===== src/rtl/reg_load_sequencer_pkg.sv =====
// cpu_pkg: shared sequencer state type, opcode constants and decode helper
package cpu_pkg;
  typedef enum logic [1:0] {S_IDLE, S_DECODE, S_EXEC, S_HALT} seq_state_t;
  localparam logic [31:0] OP_NOP = '0;
  localparam logic [31:0] OP_HALT = '1;
  function automatic logic is_load_op(input int unsigned opcode, input int unsigned num_regs);
    return opcode >= 1 && opcode <= num_regs;
  endfunction
endpackage


===== src/rtl/reg_load_sequencer_if.sv =====
// reg_load_sequencer_if: instruction handshake, load bus and status between fetch and sequencer
interface reg_load_sequencer_if #(
  parameter int OPCODE_W = 4,
  parameter int NUM_REGS = 3,
  parameter int DATA_W = 8,
  parameter int CNT_W = 8
);
  logic instr_valid;
  logic instr_ready;
  logic [OPCODE_W-1:0] instr_opcode;
  logic [DATA_W-1:0] instr_operand;
  logic resume;
  logic [NUM_REGS-1:0] load_en;
  logic [DATA_W-1:0] load_data;
  logic illegal_op;
  logic halted;
  logic [CNT_W-1:0] retired_cnt;
  logic [CNT_W-1:0] illegal_cnt;
  modport master (
    output instr_valid, instr_opcode, instr_operand, resume,
    input instr_ready, load_en, load_data, illegal_op, halted, retired_cnt, illegal_cnt
  );
  modport slave (
    input instr_valid, instr_opcode, instr_operand, resume,
    output instr_ready, load_en, load_data, illegal_op, halted, retired_cnt, illegal_cnt
  );
endinterface


===== src/rtl/reg_load_sequencer_sat_counter.sv =====
// sat_counter: up-counter that sticks at all-ones instead of wrapping
module sat_counter #(
  parameter int W = 8
) (
  input  logic clk,
  input  logic rst_n,
  input  logic inc,
  output logic [W-1:0] count
);
  // count up on inc until saturated
  always_ff @(posedge clk or negedge rst_n)
    if (!rst_n) count <= '0;
    else if (inc && count != '1) count <= count + W'(1);
endmodule


===== src/rtl/reg_load_sequencer.sv =====
// reg_load_sequencer: handshaked opcode decoder driving one-hot register loads, with NOP/HALT/illegal handling
module reg_load_sequencer
  import cpu_pkg::*;
#(
  parameter int OPCODE_W = 4,
  parameter int NUM_REGS = 3,
  parameter int DATA_W = 8,
  parameter int CNT_W = 8
) (
  input logic clk,
  input logic rst_n,
  reg_load_sequencer_if.slave bus
);
  if (NUM_REGS < 1 || NUM_REGS > 2**OPCODE_W - 2) begin : g_bad_cfg
    $error("reg_load_sequencer: NUM_REGS must be in 1..2**OPCODE_W-2");
  end
  seq_state_t state;
  logic [OPCODE_W-1:0] op_q;
  logic [DATA_W-1:0] opnd_q;
  logic in_dec, is_ld, is_nop, is_halt, take, ret_inc, ill_inc;
  // decode of the latched opcode and counter strobes
  always_comb begin
    in_dec = state == S_DECODE;
    take = state == S_IDLE && bus.instr_valid;
    is_ld = is_load_op(32'(op_q), NUM_REGS);
    is_nop = op_q == OPCODE_W'(OP_NOP);
    is_halt = op_q == OPCODE_W'(OP_HALT);
    ret_inc = (in_dec && is_nop) || state == S_EXEC;
    ill_inc = in_dec && !is_ld && !is_nop && !is_halt;
  end
  assign bus.instr_ready = state == S_IDLE;
  assign bus.halted = state == S_HALT;
  // state sequencing; resume only matters once HALT is the current state
  always_ff @(posedge clk or negedge rst_n)
    if (!rst_n) state <= S_IDLE;
    else state <= state == S_IDLE ? (bus.instr_valid ? S_DECODE : S_IDLE)
                : in_dec ? (is_ld ? S_EXEC : is_halt ? S_HALT : S_IDLE)
                : state == S_EXEC ? S_IDLE
                : (bus.resume ? S_IDLE : S_HALT);
  // capture the instruction only when the handshake fires
  always_ff @(posedge clk or negedge rst_n)
    if (!rst_n) begin
      op_q <= '0;
      opnd_q <= '0;
    end else if (take) begin
      op_q <= bus.instr_opcode;
      opnd_q <= bus.instr_operand;
    end
  // registered load strobe, held load data and illegal pulse, all set up during DECODE
  always_ff @(posedge clk or negedge rst_n)
    if (!rst_n) begin
      bus.load_en <= '0;
      bus.load_data <= '0;
      bus.illegal_op <= 1'b0;
    end else begin
      bus.load_en <= in_dec && is_ld ? NUM_REGS'(1) << (op_q - OPCODE_W'(1)) : '0;
      bus.load_data <= in_dec && is_ld ? opnd_q : bus.load_data;
      bus.illegal_op <= ill_inc;
    end
  sat_counter #(.W(CNT_W)) u_retired (.clk(clk), .rst_n(rst_n), .inc(ret_inc), .count(bus.retired_cnt));
  sat_counter #(.W(CNT_W)) u_illegal (.clk(clk), .rst_n(rst_n), .inc(ill_inc), .count(bus.illegal_cnt));
endmodule


===== src/flat_wrapper.sv =====
// flat-port wrapper written by rule: the top's interface ports become plain ports
module reg_load_sequencer_flat import cpu_pkg::*;
#(
  parameter int OPCODE_W = 4,
  parameter int NUM_REGS = 3,
  parameter int DATA_W = 8,
  parameter int CNT_W = 8
)
  (clk, rst_n, bus_instr_valid, bus_instr_opcode, bus_instr_operand, bus_resume, bus_instr_ready, bus_load_en, bus_load_data, bus_illegal_op, bus_halted, bus_retired_cnt, bus_illegal_cnt);
  reg_load_sequencer_if #(.OPCODE_W(OPCODE_W), .NUM_REGS(NUM_REGS), .DATA_W(DATA_W), .CNT_W(CNT_W)) bus_i ();
  input logic clk;
  input logic rst_n;
  input wire logic [$bits(bus_i.instr_valid)-1:0] bus_instr_valid;
  input wire logic [$bits(bus_i.instr_opcode)-1:0] bus_instr_opcode;
  input wire logic [$bits(bus_i.instr_operand)-1:0] bus_instr_operand;
  input wire logic [$bits(bus_i.resume)-1:0] bus_resume;
  output wire logic [$bits(bus_i.instr_ready)-1:0] bus_instr_ready;
  output wire logic [$bits(bus_i.load_en)-1:0] bus_load_en;
  output wire logic [$bits(bus_i.load_data)-1:0] bus_load_data;
  output wire logic [$bits(bus_i.illegal_op)-1:0] bus_illegal_op;
  output wire logic [$bits(bus_i.halted)-1:0] bus_halted;
  output wire logic [$bits(bus_i.retired_cnt)-1:0] bus_retired_cnt;
  output wire logic [$bits(bus_i.illegal_cnt)-1:0] bus_illegal_cnt;
  assign bus_i.instr_valid = bus_instr_valid;
  assign bus_i.instr_opcode = bus_instr_opcode;
  assign bus_i.instr_operand = bus_instr_operand;
  assign bus_i.resume = bus_resume;
  assign bus_instr_ready = bus_i.instr_ready;
  assign bus_load_en = bus_i.load_en;
  assign bus_load_data = bus_i.load_data;
  assign bus_illegal_op = bus_i.illegal_op;
  assign bus_halted = bus_i.halted;
  assign bus_retired_cnt = bus_i.retired_cnt;
  assign bus_illegal_cnt = bus_i.illegal_cnt;
  reg_load_sequencer #(.OPCODE_W(OPCODE_W), .NUM_REGS(NUM_REGS), .DATA_W(DATA_W), .CNT_W(CNT_W)) u_core (.clk(clk), .rst_n(rst_n), .bus(bus_i));
endmodule

===== config.mk =====
export PLATFORM = sky130hd
export DESIGN_NAME = reg_load_sequencer_flat
export DESIGN_NICKNAME = d
export VERILOG_FILES = /design/src/rtl/reg_load_sequencer_pkg.sv /design/src/rtl/reg_load_sequencer_if.sv /design/src/rtl/reg_load_sequencer_sat_counter.sv /design/src/rtl/reg_load_sequencer.sv /design/src/flat_wrapper.sv
export SDC_FILE = /design/constraint.sdc
export NUM_CORES = 1
export LEC_CHECK = 0
export ABC_AREA = 1
export CORE_ASPECT_RATIO = 1.5
export CORE_MARGIN = 4
export CORE_UTILIZATION = 50
export DETAILED_ROUTE_END_ITERATION = 7
export GPL_TIMING_DRIVEN = 0
export PLACE_DENSITY = 0.8
export SYNTH_ARGS = -nofsm -noshare
export SYNTH_HDL_FRONTEND = slang
export SYNTH_HIERARCHICAL = 1
export SYNTH_SLANG_ARGS = --single-unit

===== constraint.sdc =====
create_clock -name clk -period 2.6 [get_ports clk]
set_clock_uncertainty 0.2 [all_clocks]
set_input_delay 0.39 -clock clk [delete_from_list [all_inputs] [get_ports clk]]
set_output_delay 0.39 -clock clk [all_outputs]
set_load 0.005 [all_outputs]

==> summary.txt <==
Yosys top cell by area = sky130_fd_sc_hd__dfrtp_1
worst min-delay path class = in2reg
CTS tree = yes
slew of the pin with the lowest slew margin = 415.4 ps
post-route fraction of the period consumed by the critical path = 0.8486
outcome = finished clean
Min Clock Period, post-route = 2206 ps
remaining antenna violation count = 0
maximum single-stage delay on the critical path = 420 ps
max-slew violation count = 0
Worst R2R End = u_core/u_illegal/count[7]
core area = 4029 um^2
Achievable Freq = 0.4532 GHz
vias per std cell = 5.053
end point of the critical path = u_core/u_illegal/count[7]
Syn Area/Cell = 8.276 um^2
fraction of power spent switching nets = 0.3923
global-route wire length before repair = 7.196 mm
FF-to-FF Start = u_core/op_q[0]
number of max-cap violations = 0
Site Rows = 28
count of buffering cells on the critical path with inverters included = 1
launching instance or port of the critical path = u_core/op_q[0]
fraction of layout cells with a size suffix above 1 = 0.1125
Detailed Route WL = 4.188 mm
Synth Area in Adders = 0.03529
Antenna diodes = 0
reported net switching power = 1.007 mW
syn_nets = 279
post-route cell area = 2746 um^2
Clock Root Buffer = sky130_fd_sc_hd__clkbuf_8
largest cells by area after synthesis = sky130_fd_sc_hd__dfrtp_1, sky130_fd_sc_hd__nand2_1, sky130_fd_sc_hd__nand3_1
element type at the critical path end = register
required time at the endpoint of the critical path = 2600 ps
wire length per cell = 11.76 um
total number of H-tree levels = 2
standard cell with the maximum stage delay on the critical path = sky130_fd_sc_hd__dfrtp_1
post-synthesis instance total = 257
Final Core Density = 0.6817
Congestion Overflow GR = 0
Hold Startpoint = bus_instr_valid
internal power consumption = 1.560 mW
final RePlAce weighted congestion = 0.8035
post-CTS clock slew at the launch and capture registers of the worst setup and hold paths = 90 ps
Synth Area in Compound Gates = 0.02294
peak fanout along the critical path = 7
combinational family with the most area after synthesis = simple AND/OR/NAND/NOR gates
postcts setup bufs = 0
area share of and/or/nand/nor cells after synthesis = 0.3788
highest metal layer with signal wires = met4
Static Leakage = 1.341 nW
worst-path cell chain = inv_1 > ha_1 > nand2_1 > nand2_1 > nand3_1 > a21oi_2 > nand2_1 > nor2_2 > nand3_1 > nand2_1 > nand2_1
remaining max-slew budget at the tightest pin = 0.7231
final hold violations = 0
worst-case clock buffer depth = 2
number of nets in the layout = 332
area growth from synthesis to final layout = 29.12%
final worst hold slack = 222.9 ps
vias = 1799
sort of element at the start of the critical path = register
gate family responsible for the most delay along the worst path = simple AND/OR/NAND/NOR gates
multiplexer share of the synthesized area = 0
worst reg2reg path depth = 11
Clock Latency Late Sink = 300 ps
Seq cells post-synth = 42
total standard cell area after synthesis = 2127 um^2
routed length on met2 = 2.211 mm
reg2reg setup slack = 390 ps
Crit path top cell by count = sky130_fd_sc_hd__nand2_1
width of the chip = 61.26 um
final non-filler cell total = 356
share of the synthesized netlist area taken by xor and xnor gates = 0.01647
Final setup violation count = 0
clock share of power = 0.172
arrival time reported for the critical path endpoint = 2200 ps
io pins = 46
placed standard-cell area = 2639 um^2
DRC violation total after the first TritonRoute iteration = 96
combinational group share of total power = 0.409
routed metal-1 wirelength = 1.702 mm
clock sink total = 42
overall fraction of global-route tracks in use = 0.1767
starting density of the core = 0.5280
cell count after placement = 347
Worst IR Drop VDD = 0.7603 mV
via count of the first global-routing pass = 1744
first drt pass iteration count = 4
unrepaired setup endpoints after global routing = false
IO Port Bufs = 44
maximum number of pins on one net before global-route repair = 27
number of DRC violations after detailed routing = 0
Worst path depth = 11
number of distinct standard cells referenced by the synthesized netlist = 25
TritonCTS Buffers = 5
setup TNS after final layout = 0 ps
initial antenna violation count = 0
Sequential Power Share = 0.418
overall die height = 87.88 um
sequential fraction of the synthesis area = 0.4941
warning count from the yosys run = 6
filler cell count in the final layout = 311
DP HPWL = 3.128 mm
areal power density over the cells = 934.5 nW/um^2
met3 wirelength from detailed routing = 216 um
Die Footprint = 5383 um^2
Setup CP Type = reg2reg
area fraction of the dominant cell type after synthesis = 0.4941
per-layer routing:
metal  vias to the layer above  track usage
li1                        903            -
met1                       841       0.1996
met2                        49       0.3054
met3                         6      0.04720
met4                         0      0.07298
met5                         -            0
per-stage QoR:
step                      power (mW)  worst slack [ps]
final                          2.567             393.5
after global routing           2.773             161.8
after CTS                      2.583             158.4
after detailed placement       2.130             166.3
after global placement         2.086            -124.3
after floorplan                1.692             482.6
how the worst min path moves through the flow:
stage,end,slack (ps),cells past startpoint
2_1_floorplan,u_core/bus.illegal_op,-110,0
6_report,u_core/opnd_q[1],220,3
3_3_place_gp,u_core/bus.load_data[1],250,2
3_5_place_dp,u_core/bus.load_en[1],150,1
4_1_cts,u_core/opnd_q[1],220,3
5_1_grt,u_core/opnd_q[7],220,3
cells in the final DEF (no fill, tap or decap):
cell | netlist | layout
sky130_fd_sc_hd__clkbuf_8 | 0 | 5
sky130_fd_sc_hd__buf_2 | 1 | 2
sky130_fd_sc_hd__clkinvlp_4 | 0 | 1
sky130_fd_sc_hd__a21oi_2 | 1 | 2
sky130_fd_sc_hd__inv_1 | 18 | 18
sky130_fd_sc_hd__xnor2_1 | 2 | 2
sky130_fd_sc_hd__xor2_1 | 2 | 2
sky130_fd_sc_hd__o21ai_0 | 2 | 2
sky130_fd_sc_hd__clkinv_4 | 0 | 1
sky130_fd_sc_hd__nand2_8 | 2 | 2
sky130_fd_sc_hd__dlygate4sd3_1 | 0 | 1
sky130_fd_sc_hd__inv_4 | 2 | 2
sky130_fd_sc_hd__nor2_4 | 6 | 6
sky130_fd_sc_hd__nand3_1 | 22 | 22
sky130_fd_sc_hd__nor2_1 | 22 | 22
sky130_fd_sc_hd__ha_1 | 6 | 6
sky130_fd_sc_hd__inv_6 | 0 | 1
sky130_fd_sc_hd__inv_2 | 1 | 1
sky130_fd_sc_hd__or2_2 | 1 | 1
sky130_fd_sc_hd__nand3_2 | 1 | 1
sky130_fd_sc_hd__nand2_4 | 3 | 3
sky130_fd_sc_hd__nor3_1 | 3 | 3
sky130_fd_sc_hd__clkdlybuf4s50_1 | 0 | 43
sky130_fd_sc_hd__nand2_1 | 105 | 105
sky130_fd_sc_hd__nand2_2 | 2 | 2
sky130_fd_sc_hd__dfrtp_1 | 42 | 42
sky130_fd_sc_hd__buf_12 | 0 | 1
sky130_fd_sc_hd__buf_6 | 2 | 2
sky130_fd_sc_hd__a21oi_1 | 6 | 5
sky130_fd_sc_hd__nor2_2 | 2 | 2
sky130_fd_sc_hd__nor3b_1 | 2 | 2
sky130_fd_sc_hd__nand4_1 | 1 | 1
cell type report:
| class | instances | area (um^2) | share of cell area |
|---|---|---|---|
| plain buffers | 3 | 27.53 | 0.01002 |
| clock buffers | 5 | 68.82 | 0.02506 |
| clock inverters | 3 | 25.02 | 0.009112 |
| inverters | 21 | 83.83 | 0.03052 |
| multi-input cells | 191 | 968.4 | 0.3526 |
| flip-flops and latches | 42 | 1051 | 0.3827 |
| well taps | 45 | 56.30 | 0.02050 |
| repair buffers | 46 | 465.4 | 0.1695 |
worst register-to-register path, delay by kind of cell, from the launching register on:
kind	cells	cell delay, ps
adder cells (fa/ha/maj)	1	220
AO/OA/AOI/OAI	1	310
buffers and inverters	1	210
flip-flops	1	420
AND/OR/NAND/NOR	8	750
power groups by stage:
stage	registers [mW]	logic [mW]	clock network, mW
after global routing	1.11	1.19	0.477
after CTS	1.07	1.06	0.450
final	1.07	1.05	0.443
after detailed placement	1.08	1.05	0
after global placement	1.08	1.01	0
after floorplan	1.05	0.637	0
cells in the mapped netlist, drive strengths merged:
master,count
a21oi,7
buf,3
dfrtp,42
ha,6
inv,21
nand2,112
nand3,23
nand4,1
nor2,30
nor3,3
nor3b,2
o21ai,2
or2,1
xnor2,2
xor2,2
logic make-up (layout without fill, tap and decap cells):
logic type,count (synthesis),count (layout)
AO/OA/AOI/OAI,9,9
XOR/XNOR,4,4
adder cells (fa/ha/maj),6,6
flip-flops,42,42
AND/OR/NAND/NOR,172,172
buffers and inverters,24,78
what timing repair did:
item,in CTS,in global routing
gates resized for setup,0,1
hold buffers,1,0
hold endpoints to repair,16,0
setup endpoints to repair,0,3
state kept, by name (all words and copies together) (netlist names):
name                    cells
u_core/u_illegal/count      8
u_core/bus.load_en          3
u_core/bus.illegal_op       1
u_core/state                2
u_core/opnd_q               8
u_core/u_retired/count      8
u_core/op_q                 4
u_core/bus.load_data        8
Power figures use the tool's default switching activity.
